## src/rtl/mem_access_ctrl_if.sv

```systemverilog
`default_nettype none
// ============================================================================
//  Module      : mem_access_ctrl_if
//  Description : Bus bundle between the control FSM/datapath, the memory
//                access controller and the word memory.
//  Revision    : 1.0  initial release
// ============================================================================
interface mem_access_ctrl_if #(
    parameter int ADDR_SIZE = 16,
    parameter int DATA_SIZE = 16
) ();
    logic [DATA_SIZE-1:0] bus_in;
    logic                 ld_mar;
    logic                 ld_mdr;
    logic                 mio_en;
    logic                 r_w;
    logic                 ready;
    logic                 err;
    logic [ADDR_SIZE-1:0] mar_out;
    logic [DATA_SIZE-1:0] mdr_out;
    logic                 mem_en;
    logic                 mem_ctrl;
    logic [ADDR_SIZE-1:0] mem_addr;
    logic [DATA_SIZE-1:0] mem_wdata;
    logic [DATA_SIZE-1:0] mem_rdata;

    // Controller side.
    modport slave (
        input  bus_in, ld_mar, ld_mdr, mio_en, r_w, mem_rdata,
        output ready, err, mar_out, mdr_out, mem_en, mem_ctrl, mem_addr, mem_wdata
    );

    // Control FSM / memory side.
    modport master (
        output bus_in, ld_mar, ld_mdr, mio_en, r_w, mem_rdata,
        input  ready, err, mar_out, mdr_out, mem_en, mem_ctrl, mem_addr, mem_wdata
    );
endinterface
`default_nettype wire

```

## src/rtl/mem_access_ctrl.sv

```systemverilog
`default_nettype none
// ============================================================================
//  Module      : mem_access_ctrl
//  Description : MAR/MDR holder and MIO.EN/R.W/R handshake engine in front of
//                the LC-3 word memory, with wait states and range checking.
//  Revision    : 1.0  initial release
// ============================================================================
module mem_access_ctrl #(
    parameter int ADDR_SIZE   = 16,
    parameter int DATA_SIZE   = 16,
    parameter int WAIT_CYCLES = 2,
    parameter int ADDR_LIMIT  = 17
) (
    input  wire logic          clk,
    input  wire logic          rst,
    mem_access_ctrl_if.slave   ctl
);

    localparam logic [3:0]         c_wait_load  = 4'(WAIT_CYCLES - 1);
    localparam logic [ADDR_SIZE:0] c_addr_limit = (ADDR_SIZE + 1)'(ADDR_LIMIT);

    typedef enum logic [1:0] {
        ST_IDLE   = 2'd0,
        ST_ACCESS = 2'd1,
        ST_DONE   = 2'd2
    } state_t;

    state_t               state_q, state_d;
    logic [ADDR_SIZE-1:0] mar_q, mar_d;
    logic [DATA_SIZE-1:0] mdr_q, mdr_d;
    logic                 op_q, op_d;
    logic                 oor_q, oor_d;
    logic [3:0]           cnt_q, cnt_d;
    logic                 mem_en_q, mem_en_d;
    logic                 mem_ctrl_q, mem_ctrl_d;
    logic                 ready_q, ready_d;
    logic                 err_q, err_d;

    always_ff @(posedge clk or posedge rst) begin
        if (rst) begin
            state_q    <= ST_IDLE;
            mar_q      <= '0;
            mdr_q      <= '0;
            op_q       <= 1'b0;
            oor_q      <= 1'b0;
            cnt_q      <= '0;
            mem_en_q   <= 1'b0;
            mem_ctrl_q <= 1'b0;
            ready_q    <= 1'b0;
            err_q      <= 1'b0;
        end else begin
            state_q    <= state_d;
            mar_q      <= mar_d;
            mdr_q      <= mdr_d;
            op_q       <= op_d;
            oor_q      <= oor_d;
            cnt_q      <= cnt_d;
            mem_en_q   <= mem_en_d;
            mem_ctrl_q <= mem_ctrl_d;
            ready_q    <= ready_d;
            err_q      <= err_d;
        end
    end

    always_comb begin
        state_d    = state_q;
        mar_d      = mar_q;
        mdr_d      = mdr_q;
        op_d       = op_q;
        oor_d      = oor_q;
        cnt_d      = cnt_q;
        mem_en_d   = mem_en_q;
        mem_ctrl_d = mem_ctrl_q;
        ready_d    = 1'b0;
        err_d      = 1'b0;

        case (state_q)
            ST_IDLE: begin
                if (ctl.ld_mar) mar_d = ctl.bus_in[ADDR_SIZE-1:0];
                if (ctl.ld_mdr) mdr_d = ctl.bus_in;
                if (ctl.mio_en) begin
                    // Check the address the access will actually drive, so a
                    // same-cycle MAR load is range-checked consistently.
                    op_d       = ctl.r_w;
                    oor_d      = ({1'b0, mar_d} >= c_addr_limit);
                    cnt_d      = c_wait_load;
                    mem_en_d   = ~oor_d;
                    mem_ctrl_d = ctl.r_w & ~oor_d;
                    state_d    = ST_ACCESS;
                end
            end

            ST_ACCESS: begin
                if (cnt_q == 4'd0) begin
                    if (!op_q) mdr_d = oor_q ? '0 : ctl.mem_rdata;
                    mem_en_d   = 1'b0;
                    mem_ctrl_d = 1'b0;
                    ready_d    = 1'b1;
                    err_d      = oor_q;
                    state_d    = ST_DONE;
                end else begin
                    cnt_d = cnt_q - 4'd1;
                end
            end

            ST_DONE: begin
                if (ctl.ld_mar) mar_d = ctl.bus_in[ADDR_SIZE-1:0];
                if (ctl.ld_mdr) mdr_d = ctl.bus_in;
                oor_d   = 1'b0;
                state_d = ST_IDLE;
            end

            default: begin
                state_d = ST_IDLE;
            end
        endcase
    end

    assign ctl.ready     = ready_q;
    assign ctl.err       = err_q;
    assign ctl.mar_out   = mar_q;
    assign ctl.mdr_out   = mdr_q;
    assign ctl.mem_en    = mem_en_q;
    assign ctl.mem_ctrl  = mem_ctrl_q;
    assign ctl.mem_addr  = mar_q;
    assign ctl.mem_wdata = mdr_q;

endmodule
`default_nettype wire

```

## src/flat_wrapper.sv

```systemverilog
// flat-port wrapper written by rule: the top's interface ports become plain ports
module mem_access_ctrl_flat 
#(
    parameter int ADDR_SIZE   = 16,
    parameter int DATA_SIZE   = 16,
    parameter int WAIT_CYCLES = 2,
    parameter int ADDR_LIMIT  = 17
)
  (clk, rst, ctl_bus_in, ctl_ld_mar, ctl_ld_mdr, ctl_mio_en, ctl_r_w, ctl_mem_rdata, ctl_ready, ctl_err, ctl_mar_out, ctl_mdr_out, ctl_mem_en, ctl_mem_ctrl, ctl_mem_addr, ctl_mem_wdata);
  mem_access_ctrl_if #(.ADDR_SIZE(ADDR_SIZE), .DATA_SIZE(DATA_SIZE)) ctl_i ();
  input  wire logic clk;
  input  wire logic rst;
  input wire logic [$bits(ctl_i.bus_in)-1:0] ctl_bus_in;
  input wire logic [$bits(ctl_i.ld_mar)-1:0] ctl_ld_mar;
  input wire logic [$bits(ctl_i.ld_mdr)-1:0] ctl_ld_mdr;
  input wire logic [$bits(ctl_i.mio_en)-1:0] ctl_mio_en;
  input wire logic [$bits(ctl_i.r_w)-1:0] ctl_r_w;
  input wire logic [$bits(ctl_i.mem_rdata)-1:0] ctl_mem_rdata;
  output wire logic [$bits(ctl_i.ready)-1:0] ctl_ready;
  output wire logic [$bits(ctl_i.err)-1:0] ctl_err;
  output wire logic [$bits(ctl_i.mar_out)-1:0] ctl_mar_out;
  output wire logic [$bits(ctl_i.mdr_out)-1:0] ctl_mdr_out;
  output wire logic [$bits(ctl_i.mem_en)-1:0] ctl_mem_en;
  output wire logic [$bits(ctl_i.mem_ctrl)-1:0] ctl_mem_ctrl;
  output wire logic [$bits(ctl_i.mem_addr)-1:0] ctl_mem_addr;
  output wire logic [$bits(ctl_i.mem_wdata)-1:0] ctl_mem_wdata;
  assign ctl_i.bus_in = ctl_bus_in;
  assign ctl_i.ld_mar = ctl_ld_mar;
  assign ctl_i.ld_mdr = ctl_ld_mdr;
  assign ctl_i.mio_en = ctl_mio_en;
  assign ctl_i.r_w = ctl_r_w;
  assign ctl_i.mem_rdata = ctl_mem_rdata;
  assign ctl_ready = ctl_i.ready;
  assign ctl_err = ctl_i.err;
  assign ctl_mar_out = ctl_i.mar_out;
  assign ctl_mdr_out = ctl_i.mdr_out;
  assign ctl_mem_en = ctl_i.mem_en;
  assign ctl_mem_ctrl = ctl_i.mem_ctrl;
  assign ctl_mem_addr = ctl_i.mem_addr;
  assign ctl_mem_wdata = ctl_i.mem_wdata;
  mem_access_ctrl #(.ADDR_SIZE(ADDR_SIZE), .DATA_SIZE(DATA_SIZE), .WAIT_CYCLES(WAIT_CYCLES), .ADDR_LIMIT(ADDR_LIMIT)) u_core (.clk(clk), .rst(rst), .ctl(ctl_i));
endmodule
```

## config.mk

```make
export PLATFORM = sky130hd
export DESIGN_NAME = mem_access_ctrl_flat
export DESIGN_NICKNAME = d
export VERILOG_FILES = /design/src/rtl/mem_access_ctrl_if.sv /design/src/rtl/mem_access_ctrl.sv /design/src/flat_wrapper.sv
export SDC_FILE = /design/constraint.sdc
export NUM_CORES = 1
export LEC_CHECK = 0
export ABC_AREA = 1
export CORE_MARGIN = 2
export CORE_UTILIZATION = 30
export DETAILED_ROUTE_END_ITERATION = 8
export HOLD_SLACK_MARGIN = 0.1
export PLACE_DENSITY = 0.72
export RECOVER_POWER = 25
export SLEW_MARGIN = 10
export SYNTH_ARGS = -nofsm -noshare
export SYNTH_HDL_FRONTEND = slang
export SYNTH_SLANG_ARGS = --single-unit
```

## constraint.sdc

```tcl
create_clock -name clk -period 2.6 [get_ports clk]
set_input_delay 0.52 -clock clk [delete_from_list [all_inputs] [get_ports clk]]
set_output_delay 0.52 -clock clk [all_outputs]
set_load 0.02 [all_outputs]
```

# == Word level (Yosys, flattened, before mapping) ==
# Cells that the tools add are included.
# totals
latch_bits,0
out_inout_bits,68
regBits,44
romBits,0
memories,0
mem_bits_rw,0
# classes
n_addsub,1
n_reduce_logical,12
n_eq_ne,7
n_mux,25
mul,0
n_bitwise,2
shifts,0
div_mod_pow,0
n_lt_le_gt_ge,1
# ops
operator,n
$mux W16,6
$pmux W16 S2,2
$ge A16 B5 Y1 const B,1
$mux W1,8
$mux W4,2
$pmux W4 S2,1
$ne A2 B2 Y1 const B,3
$pmux W1 S2,3
$reduce_and A2 Y1,3
$reduce_and A3 Y1,2
$reduce_bool A2 Y1,3
$logic_not A4 Y1,1
$mux W2,2
$ne A2 B1 Y1 const B,2
$pmux W2 S2,1
$reduce_and A4 Y1,1
$sub A4 B1 Y4 const B,1
$eq A2 B1 Y1 const B,1
$eq A2 B2 Y1 const B,1
$logic_not A2 Y1,1
$reduce_or A2 Y1,1
$and A1 B1 Y1,1
$not A1 Y1,1

# == Longest topological paths before layout ==
# Gate-level depths: netlist (run 1).
# depth
word_depth,7
depth_mapped,12
mapped_depth_nobuf,10

# == Worst setup path before layout (run 1) ==
# No wires, ideal clock.
# synth_path
path_kind,input to register
startpoint,input port ctl_ld_mar
endpoint,register u_core.oor_q
required_ps,2484
t_arrival_ps,1345
path_slack_ps,1138
n_path_buf,2
path_stages,12
setup_ps,116
path_cell_list,buf_6 -> inv_4 -> buf_6 -> nand2_1 -> nand2_1 -> nand2_1 -> nor2_1 -> nand2_1 -> nor2_2 -> nand2_1 -> nand2_1 -> nand2_1
# synth_between
elab_chain_len,5
# synth_rtl
item,line,rtl
start: declaration,flat_wrapper.sv:14,input wire logic [$bits(ctl_i.ld_mar)-1:0] ctl_ld_mar;
$mux W16,mem_access_ctrl.sv:79,if (ctl.ld_mar) mar_d = ctl.bus_in[ADDR_SIZE-1:0];
$mux W16,mem_access_ctrl.sv:77,case (state_q)
$ge A16 B5 Y1,mem_access_ctrl.sv:85,"oor_d = ({1'b0, mar_d} >= c_addr_limit);"
$mux W1,mem_access_ctrl.sv:81,if (ctl.mio_en) begin
$pmux W1 S2,mem_access_ctrl.sv:77,
end signal: assignment,mem_access_ctrl.sv:56,oor_q <= oor_d;
end: declaration,mem_access_ctrl.sv:32,"logic oor_q, oor_d;"
# No other way between the ends. The select of a mux whose other input is x is not followed.
# A chain may end at the register's enable or synchronous reset.

# == Worst setup path after layout (run 1) ==
# Ends and elaborated chain as after synthesis.

==> results of run 1 <==
[metrics by stage]
stage	total power (W)	util, %	hold slack, ns
floorplan	0.00321	-	0.440
global placement	0.00408	42.4	0.452
detailed placement	0.00414	42.4	0.468
CTS	0.00460	43.6	0.488
global route	0.00490	43.6	0.507
finish	0.00454	43.6	0.488
[layout make-up]
| class | count | area (um2) | share of cell area, % |
|---|---|---|---|
| Inverter | 32 | 125 | 3.70 |
| Clock buffer | 8 | 90.1 | 2.66 |
| Multi-Input combinational cell | 194 | 868 | 25.7 |
| Timing Repair Buffer | 108 | 1070 | 31.7 |
| Sequential cell | 44 | 1100 | 32.5 |
| Tap cell | 102 | 128 | 3.77 |
[power by group through the flow]
| stage | clock network [W] | registers, W | logic [W] |
|---|---|---|---|
| final | 0.000445 | 0.00128 | 0.00282 |
| after global routing | 0.000484 | 0.00133 | 0.00308 |
| after CTS | 0.000463 | 0.00129 | 0.00285 |
| after detailed placement | 0 | 0.00130 | 0.00283 |
| after global placement | 0 | 0.00128 | 0.00279 |
| after floorplan | 0 | 0.00155 | 0.00166 |
[cell families (layout without fill, tap and decap cells)]
| kind of cell | after synthesis | count (layout) | share of synthesized area (%) |
|---|---|---|---|
| and+or+nand+nor | 148 | 148 | 24.6 |
| buffers and inverters | 78 | 148 | 18.7 |
| AOI/OAI and AO/OA | 44 | 44 | 10.2 |
| DFF | 44 | 44 | 45.4 |
| adders and majority gates | 2 | 2 | 1.03 |
[placed cells by master (no fill, tap or decap), drive strengths merged]
master and n:
dfrtp 44, nand2 92, a21oi 2, a31oi 18
nor2 34, ha 2, nand4 1, inv 30
buf 2, clkinv 2, nor3 3, nand3 18
dlygate4sd3 1, o21ai 24, clkdlybuf4s50 104, clkbuf 9
[critical path, stage by stage]
cell	delay, ns
clkdlybuf4s50_1	0.73
inv_4	0.13
nand2_1	0.08
o21ai_0	0.10
nor2_1	0.11
nand2_1	0.07
nor2_2	0.14
nand2_1	0.09
nand2_1	0.06
nand2_1	0.04
[sequential cells by signal (all words and copies together) (netlist names)]
register             flops
u_core.ctl.err           1
u_core.ctl.ready         1
u_core.ctl.mem_en        1
u_core.oor_q             1
u_core.ctl.mar_out      16
u_core.cnt_q             4
u_core.op_q              1
u_core.ctl.mdr_out      16
u_core.ctl.mem_ctrl      1
u_core.state_q           2
[routing by layer]
metal  global-route usage [%]  vias to the layer above  routed length (um)
met1                     20.2                     1007                2880
met2                     24.9                       86                3150
met5                        0                        -                   0
li1                         -                     1101                   -
met4                     6.28                        0                 155
met3                     3.37                       12                 496
[final timing paths]
kind                            startpoint                endpoint  slack, ns  cells after the start
max                             ctl_ld_mar            u_core.oor_q       0.70                     10
min                            u_core.op_q             u_core.op_q       0.49                      2
max reg2reg                u_core.cnt_q[0]  u_core.ctl.mdr_out[12]       0.79                      8
min reg2reg                    u_core.op_q             u_core.op_q       0.49                      2
max in group asynchronous              rst  u_core.ctl.mar_out[15]       0.94                      3
min in group asynchronous              rst   u_core.ctl.mdr_out[3]       1.00                      3
==> impl_metrics.yaml, run 1 <==
outcome:
  status: "finished clean"
finish:
  layout-drive-gt1-share_pct: 4.40
  fillCellCount: 776
  nets: 425
  stdcell_count: 488
  area_growth_pct: 39.6
  final_area_um2: 3380
  n_antenna_cell: 0
clocking:
  cts.repair.resized: 0
  numCtsBuffers: 5
  cts_tree: "done"
  numClockSinks: 44
  cts_root_buf: "clkbuf_8"
  clk_latency_ns: 0.30
  cts_htree_levels: 2
  postCtsHoldBufs: 0
  path_clk_slew_ns: 0.08
  clk_path_buf_depth: 2
  post-cts-setup-buffer-count: 0
timing:
  clock.fmax_mhz: 526
  tightest_slew_ns: 1.08
  setup_tns_ns: 0
  fin_skew_ns: 0.00360
  relSlewSlack_pct: 27.8
  hold_viol_final: 0
  rsz0062_at_grt: "no"
  maxSlewViolCount: 0
  period_minus_slack_ns: 1.90
  fin_ws_ns: 0.700
  fin_crit_sh_pct: 73.1
  finalSetupViolCount: 0
synthesis:
  synth_cell_types: 22
  synth_top_cells_by_area: "dfrtp_1, nand2_1, buf_4, nor2_1, a31oi_1"
  synth_ff_type: "dfrtp_1"
  synthCells: 316
  synth_nets: 356
  avgSynthCellArea_um2: 7.67
  synth-seq-cells: 44
  syn-cell-area_um2: 2420
  synth_top_cell_area_share_pct: 45.4
  synth_edf_count: 0
  ys_seq_area_share_pct: 45.4
  synth_commonest_cells: "nand2_1, dfrtp_1, buf_4"
  yosysMostFrequentCell: "nand2_1"
  synth_area_leader_cell: "dfrtp_1"
  yosysWarnings: 0
  async_flop_share_pct: 100
detailed_routing:
  vias: 2206
  wl_per_cell_um: 13.7
  wl_um: 6680
  route.antenna.remaining_nets: 0
  via_per_inst: 4.52
  drc: 0
  drtPass1Iterations: 5
  drt-initial-drc-count: 116
power_and_ir_drop:
  p_int_w: 0.00244
  p_sw_w: 0.00210
  vdd_drop_max_mv: 0.514
  clockPowerShare_pct: 9.8
  power_density_nw_per_um2: 1340
  pwr-share-comb_pct: 62.0
  cellLeakagePower_nw: 1.52
  switching_share_pct: 46.3
  sequentialPowerShare_pct: 28.2
grt:
  grt_overflow: 0
  track_usage_pct: 15.5
  grt_pass1_vias: 2121
  grt_max_degree: 45
  grt_pass1_wl_um: 10500
  antenna_found_initial: 0
die:
  io_pins: 106
  die_w_um: 93.9
  fp.dieH_um: 93.9
  core_area_um2: 7770
  dieArea_um2: 8810
  core.rowCount: 32
  initial_core_util_pct: 31.2
worst_setup_path:
  cp.arrival_ns: 2.10
  path_class: "primary input to flip-flop"
  crit_path_end_kind: "flip-flop"
  crit_required_ns: 2.80
  start_kind: "primary input"
  cp_max_fo: 14
place:
  finalWeightedCongestion: 0.824
  post_dp_cell_area_um2: 3300
  placed_cells: 480
  io_buffers: 105
  hpwl_um: 5050
  pre_cts_ws_ns: 0.397
worst_hold_path:
  hold_class: "flip-flop to flip-flop"
job:
  maxCapViolCount: 0
Note: power is estimated with default switching activity, not from simulation.
==> run 2, diff against run 1 <==
--- a/config.mk
+++ b/config.mk
@@ -10,7 +10,7 @@
 export CORE_UTILIZATION = 30
 export DETAILED_ROUTE_END_ITERATION = 8
 export HOLD_SLACK_MARGIN = 0.1
-export PLACE_DENSITY = 0.72
+export PLACE_DENSITY = 0.75
 export RECOVER_POWER = 25
 export SLEW_MARGIN = 10
 export SYNTH_ARGS = -nofsm -noshare
==> constraint.sdc (replaced) <==
create_clock -name clk -period 1.5 [get_ports clk]
set_input_delay 0.3 -clock clk [delete_from_list [all_inputs] [get_ports clk]]
set_output_delay 0.3 -clock clk [all_outputs]
set_load 0.02 [all_outputs]
==> run 2 against run 1 <==
  * Register-to-register slack got worse by 0.73 ns
  * Die area unchanged
  * Clock power rose by 75%
  * Hold slack improved by 0.0062 ns
  * Global-route usage increased by 0.19 points
  * Combinational power up 74%
  * Critical path depth is 1 lower
  * Final area is 5.9% higher
  * Wire length grew 5.5%
  * Non-clock buffer count grew 24
  * Sequential power increased by 70%
  * Critical path type is now flip-flop to flip-flop
==> impl_metrics.yaml, run 2 (synthesis results as in run 1) <==
outcome:
  status: "finished clean"
worst_setup_path:
  crit_required_ns: 1.72
  path_delay_family: "flip-flops"
  cp_common_cell: "nand2_2"
  path_class: "flip-flop to flip-flop"
  cp_slowest_cell: "dfrtp_1"
  path_buf_inv: 3
  cp_max_fo: 6
  cp.arrival_ns: 1.66
  start_kind: "flip-flop"
  crit_path_end_kind: "flip-flop"
  path_cells: "inv_2 > ha_1 > nand3_2 > nand2_2 > nand2_2 > clkinv_4 > buf_12 > nor2_1 > a31oi_1"
  crit_path_max_incr_delay_ns: 0.41
finish:
  mostFrequentLayoutCells: "nand2_1, dlygate4sd2_1, dfrtp_1"
  final_common_cell: "nand2_1"
  fin_util_pct: 46.1
  n_antenna_cell: 0
  area_growth_pct: 47.8
  layout-drive-gt1-share_pct: 11.7
  fillCellCount: 771
  nets: 449
detailed_routing:
  route.antenna.remaining_nets: 0
  via_per_inst: 4.53
  drc: 0
  vias: 2318
  wl_um: 7050
  drt-initial-drc-count: 121
  drtPass1Iterations: 5
  wl_per_cell_um: 13.8
die:
  core_area_um2: 7770
  dieArea_um2: 8810
  io_pins: 106
  die_w_um: 93.9
  core.rowCount: 32
  fp.dieH_um: 93.9
  initial_core_util_pct: 31.2
clocking:
  numClockSinks: 44
  clk_path_buf_depth: 2
  path_clk_slew_ns: 0.10
  cts_htree_levels: 2
  numCtsBuffers: 5
  cts_tree: "done"
  cts_root_buf: "clkbuf_8"
  clk_latency_ns: 0.30
  postCtsHoldBufs: 0
power_and_ir_drop:
  vdd_drop_max_mv: 0.875
  cellLeakagePower_nw: 1.79
  power_density_nw_per_um2: 2200
timing:
  relSlewSlack_pct: 33.0
  fin_skew_ns: 0.0117
  fin_crit_sh_pct: 96.2
  tightest_slew_ns: 1.00
  hold_viol_final: 0
  maxSlewViolCount: 0
  finalSetupViolCount: 0
  setup_tns_ns: 0
  clock.fmax_mhz: 693
  period_minus_slack_ns: 1.44
grt:
  grt_pass1_vias: 2247
  grt_pass1_wl_um: 10700
  antenna_found_initial: 0
  track_usage_pct: 15.7
  grt_max_degree: 45
  grt_overflow: 0
place:
  hpwl_um: 5230
  io_buffers: 105
  finalWeightedCongestion: 0.837
job:
  maxCapViolCount: 0
worst_hold_path:
  hold_class: "flip-flop to flip-flop"
[run 2: cell types whose count changed in the layout (fill, tap and decap cells not counted), moves of 2 or more]
cell,change
clkbuf_16,+3
clkinv_4,+2
nand2_2,+2
clkdlybuf4s50_1,-68
inv_1,-2
dlygate4sd2_1,+68
nand2_1,-2
clkinvlp_4,+2
buf_4,+18
clkbuf_1,-2
buf_12,+2
[run 2: report_power, final]
group / internal [W] / switching, W / total, W
registers: 0.00175 / 0.000429 / 0.00218
clock network: 0.000330 / 0.000446 / 0.000777
logic: 0.00197 / 0.00296 / 0.00492
total: 0.00405 / 0.00383 / 0.00788
[run 2: what timing repair did]
action                     4_1_cts  5_1_grt
gates cloned                     0        3
setup buffers                    0        1
pin swaps                        0        1
gates resized for setup         68       10
setup endpoints to repair       68       18
hold endpoints to repair         0        0
[run 2: per-layer routing]
layer / vias to the layer above / part of all wire [%] / GRT usage [%] / wire [um]
met1: 1054 / 43 / 19.0 / 3040
met5: - / 0 / 0 / 0
met4: 0 / 2.1 / 6.52 / 150
met2: 95 / 49 / 27.4 / 3480
li1: 1157 / - / - / -
met3: 12 / 5.5 / 2.65 / 385
[run 2: worst paths after layout]
path	slack [ns]	start	cells after the start	to
max	0.06	u_core.cnt_q[0]	9	u_core.ctl.mdr_out[11]
max reg2reg	0.06	u_core.cnt_q[0]	9	u_core.ctl.mdr_out[11]
min in group asynchronous	0.62	rst	3	u_core.ctl.ready
min	0.49	u_core.op_q	2	u_core.op_q
min reg2reg	0.49	u_core.op_q	2	u_core.op_q
max in group asynchronous	0.27	rst	3	u_core.ctl.mar_out[6]
[run 2: worst min-delay path: stages, from the launching register on]
cell and delay, ns:
dfrtp_1 0.37, nand2_1 0.06, nand2_1 0.05
[run 2: metrics by stage]
stage                     cells  power (W)  area, um2  setup WS, ns  hold WS (ns)
after detailed placement    500    0.00745       3480        -0.330         0.467
after global placement      500    0.00734       3480        -0.272         0.452
final                       512    0.00788       3580        0.0569         0.494
after global routing        512    0.00849       3580       -0.0585         0.517
after CTS                   508    0.00761       3490       0.00122         0.345
after floorplan             316    0.00557       2420         0.106         0.417
[run 2: final cells by class]
cell class | count | area, um2 | share of cell area [%]
well taps | 102 | 128 | 3.56
clock inverters | 3 | 23.8 | 0.664
inverters | 32 | 133 | 3.70
flip-flops and latches | 44 | 1100 | 30.7
repair buffers | 132 | 1250 | 34.9
multi-input cells | 194 | 878 | 24.5
clock buffers | 5 | 68.8 | 1.92
==> run 3, diff against run 2 <==
--- a/config.mk
+++ b/config.mk
@@ -12,7 +12,7 @@
 export HOLD_SLACK_MARGIN = 0.1
 export PLACE_DENSITY = 0.75
 export RECOVER_POWER = 25
-export SLEW_MARGIN = 10
+export SLEW_MARGIN = 20
 export SYNTH_ARGS = -nofsm -noshare
 export SYNTH_HDL_FRONTEND = slang
 export SYNTH_SLANG_ARGS = --single-unit
==> results of run 3 <==
The final DEF is identical to that of run 2; final timing and power are the same.
==> edit, RTL diff (flow settings as in run 2) <==
`DATA_SIZE` is set to 16 in 3 places; all go to 32.
--- a/src/rtl/mem_access_ctrl_if.sv
+++ b/src/rtl/mem_access_ctrl_if.sv
@@ -7,7 +7,7 @@
 // ============================================================================
 interface mem_access_ctrl_if #(
     parameter int ADDR_SIZE = 16,
-    parameter int DATA_SIZE = 16
+    parameter int DATA_SIZE = 32
 ) ();
     logic [DATA_SIZE-1:0] bus_in;
     logic                 ld_mar;
--- a/src/rtl/mem_access_ctrl.sv
+++ b/src/rtl/mem_access_ctrl.sv
@@ -7,7 +7,7 @@
 // ============================================================================
 module mem_access_ctrl #(
     parameter int ADDR_SIZE   = 16,
-    parameter int DATA_SIZE   = 16,
+    parameter int DATA_SIZE   = 32,
     parameter int WAIT_CYCLES = 2,
     parameter int ADDR_LIMIT  = 17
 ) (
--- a/src/flat_wrapper.sv
+++ b/src/flat_wrapper.sv
@@ -2,7 +2,7 @@
 module mem_access_ctrl_flat 
 #(
     parameter int ADDR_SIZE   = 16,
-    parameter int DATA_SIZE   = 16,
+    parameter int DATA_SIZE   = 32,
     parameter int WAIT_CYCLES = 2,
     parameter int ADDR_LIMIT  = 17
 )
Interface: changed (resized ctl_bus_in, ctl_mdr_out, ctl_mem_rdata and ctl_mem_wdata); port bits go from 106 to 170. No check against the original RTL was run, so the function may have changed too.
==> edit against run 2 <==
  * Sequential cell count rose by 16
  * First-iteration DRC count up 78%
  * Utilization grew 2.4 points
  * Critical path depth did not move
  * Total power grew 55%
  * Setup slack better by 0.00061 ns
  * Area after synthesis up 34%
  * Final area up 45%
  * Synthesized cell count rose by 32%
  * Sequential power rose by 39%
  * Wire length grew 51%
  * Combinational power increased by 57%
  * Highest routed layer unchanged
==> edit: results (changes against run 2) <==
<table>
<tr><th>Metric</th><th>Value</th></tr>
<tr><th colspan="2">Status</th></tr>
<tr><td>Outcome</td><td>completed (unchanged)</td></tr>
<tr><th colspan="2">Global route</th></tr>
<tr><td>First-pass GRT wire length</td><td>15500 um (was 10700 um)</td></tr>
<tr><td>Maximum number of pins on one net before global-route repair</td><td>61 (was 45)</td></tr>
<tr><td>Number of global-route vias before repair</td><td>3117 (was 2247)</td></tr>
<tr><td>Global router's overall resource usage</td><td>17.3% (was 15.7%)</td></tr>
<tr><th colspan="2">Logic synthesis</th></tr>
<tr><td>Most frequent cells after synthesis</td><td>sky130_fd_sc_hd__nand2_1 (105), sky130_fd_sc_hd__dfrtp_1 (60), sky130_fd_sc_hd__nor2_1 (50), sky130_fd_sc_hd__buf_4 (49), sky130_fd_sc_hd__a31oi_1 (35) (was sky130_fd_sc_hd__nand2_1 (92), sky130_fd_sc_hd__dfrtp_1 (44), sky130_fd_sc_hd__buf_4 (33), sky130_fd_sc_hd__nor2_1 (31), sky130_fd_sc_hd__inv_1 (27))</td></tr>
<tr><th colspan="2">Place</th></tr>
<tr><td>Placed cell area</td><td>0.00497 sq mm (was 0.00348 sq mm)</td></tr>
<tr><td>Placer congestion estimate</td><td>0.788 (was 0.837)</td></tr>
<tr><td>Placement Setup Slack</td><td>-0.335 ns (was -0.330 ns)</td></tr>
<tr><th colspan="2">Route</th></tr>
<tr><td>Number of violations reported at the end of detailed-routing iteration 0</td><td>215 (was 121)</td></tr>
<tr><th colspan="2">Finish</th></tr>
<tr><td>Ratio of cells with drive above 1 in the final layout</td><td>11.6% (was 11.7%)</td></tr>
<tr><td>Final net count</td><td>639 (was 449)</td></tr>
<tr><th colspan="2">Pwr</th></tr>
<tr><td>LEAKAGE</td><td>2.50 nW (was 1.79 nW)</td></tr>
<tr><td>Max rail drop VDD</td><td>0.842 mV (was 0.875 mV)</td></tr>
<tr><td>Int Power</td><td>6.45 mW (was 4.05 mW)</td></tr>
<tr><th colspan="2">Setup path</th></tr>
<tr><td>Worst-path fanout max</td><td>8 (was 6)</td></tr>
<tr><th colspan="2">Timing</th></tr>
<tr><td>Clk_skew</td><td>0.00863 ns (was 0.0117 ns)</td></tr>
<tr><th colspan="2">CTS</th></tr>
<tr><td>Number of buffers added by the clock tree synthesis step</td><td>9 (was 5)</td></tr>
<tr><td>Clock slew at reported path FFs</td><td>0.06 ns (was 0.10 ns)</td></tr>
<tr><td>Depth of the CTS H-tree</td><td>3 (was 2)</td></tr>
</table>
==> edit: worst max-delay path: stages (launching register included) <==
cell and delay (ns):
sky130_fd_sc_hd__dfrtp_1 0.36, sky130_fd_sc_hd__inv_1 0.08, sky130_fd_sc_hd__ha_2 0.17, sky130_fd_sc_hd__nand3_2 0.10, sky130_fd_sc_hd__nand2_2 0.12, sky130_fd_sc_hd__nand2_4 0.08
sky130_fd_sc_hd__clkinv_8 0.10, sky130_fd_sc_hd__buf_8 0.12, sky130_fd_sc_hd__nor2_1 0.04, sky130_fd_sc_hd__a31oi_1 0.17
==> edit: cell families after synthesis <==
group,synth area share (%)
buffers and inverters,18.6
adder cells (fa/ha/maj),0.768
AND/OR/NAND/NOR,23.9
AO/OA/AOI/OAI,10.6
flip-flops,46.1
==> edit: what timing repair did <==
item                                    CTS  global route
endpoints found under the setup margin  101            31
gates cloned                              0             5
resized for setup                       100            24
pin swaps                                 0             3
hold endpoints to repair                  0             0
setup buffers                             0             1
==> edit: metal layers <==
metal,vias to the layer above,global-route usage [%],routed length [um],share of wire (%)
met3,14,3.44,584,5.5
met2,118,29.8,5400,51
li1,1608,-,-,-
met1,1567,21.4,4500,42
met4,0,6.04,193,1.8
met5,-,0,0,0
==> edit: power groups by stage <==
stage | registers, mW | clock network, mW | logic [mW]
3_5_place_dp | 3.14 | 0 | 8.03
6_report | 3.04 | 1.49 | 7.70
4_1_cts | 3.05 | 1.53 | 7.14
5_1_grt | 3.16 | 1.59 | 8.36
3_3_place_gp | 3.07 | 0 | 7.87
2_1_floorplan | 3.80 | 0 | 4.30
==> edit: area by class of cell <==
| class | instances | area [sq um] | area share, % |
|---|---|---|---|
| repair buffers | 208 | 2000 | 38.4 |
| flip-flops and latches | 60 | 1500 | 28.9 |
| multi-input cells | 256 | 1180 | 22.7 |
| well taps | 140 | 175 | 3.37 |
| clock buffers | 14 | 173 | 3.32 |
| inverters | 32 | 136 | 2.63 |
| clock inverters | 1 | 30.0 | 0.578 |
==> edit: final timing paths <==
| check | start | end |
|---|---|---|
| max | u_core.cnt_q[1]$_DFFE_PP0P_ | u_core.ctl.mdr_out[24]$_DFFE_PP0P_ |
| min | u_core.op_q$_DFFE_PP0P_ | u_core.op_q$_DFFE_PP0P_ |
| max reg2reg | u_core.cnt_q[1]$_DFFE_PP0P_ | u_core.ctl.mdr_out[24]$_DFFE_PP0P_ |
| min reg2reg | u_core.op_q$_DFFE_PP0P_ | u_core.op_q$_DFFE_PP0P_ |
| max in group asynchronous | rst | u_core.ctl.mdr_out[20]$_DFFE_PP0P_ |
| min in group asynchronous | rst | u_core.ctl.mar_out[11]$_DFFE_PP0P_ |
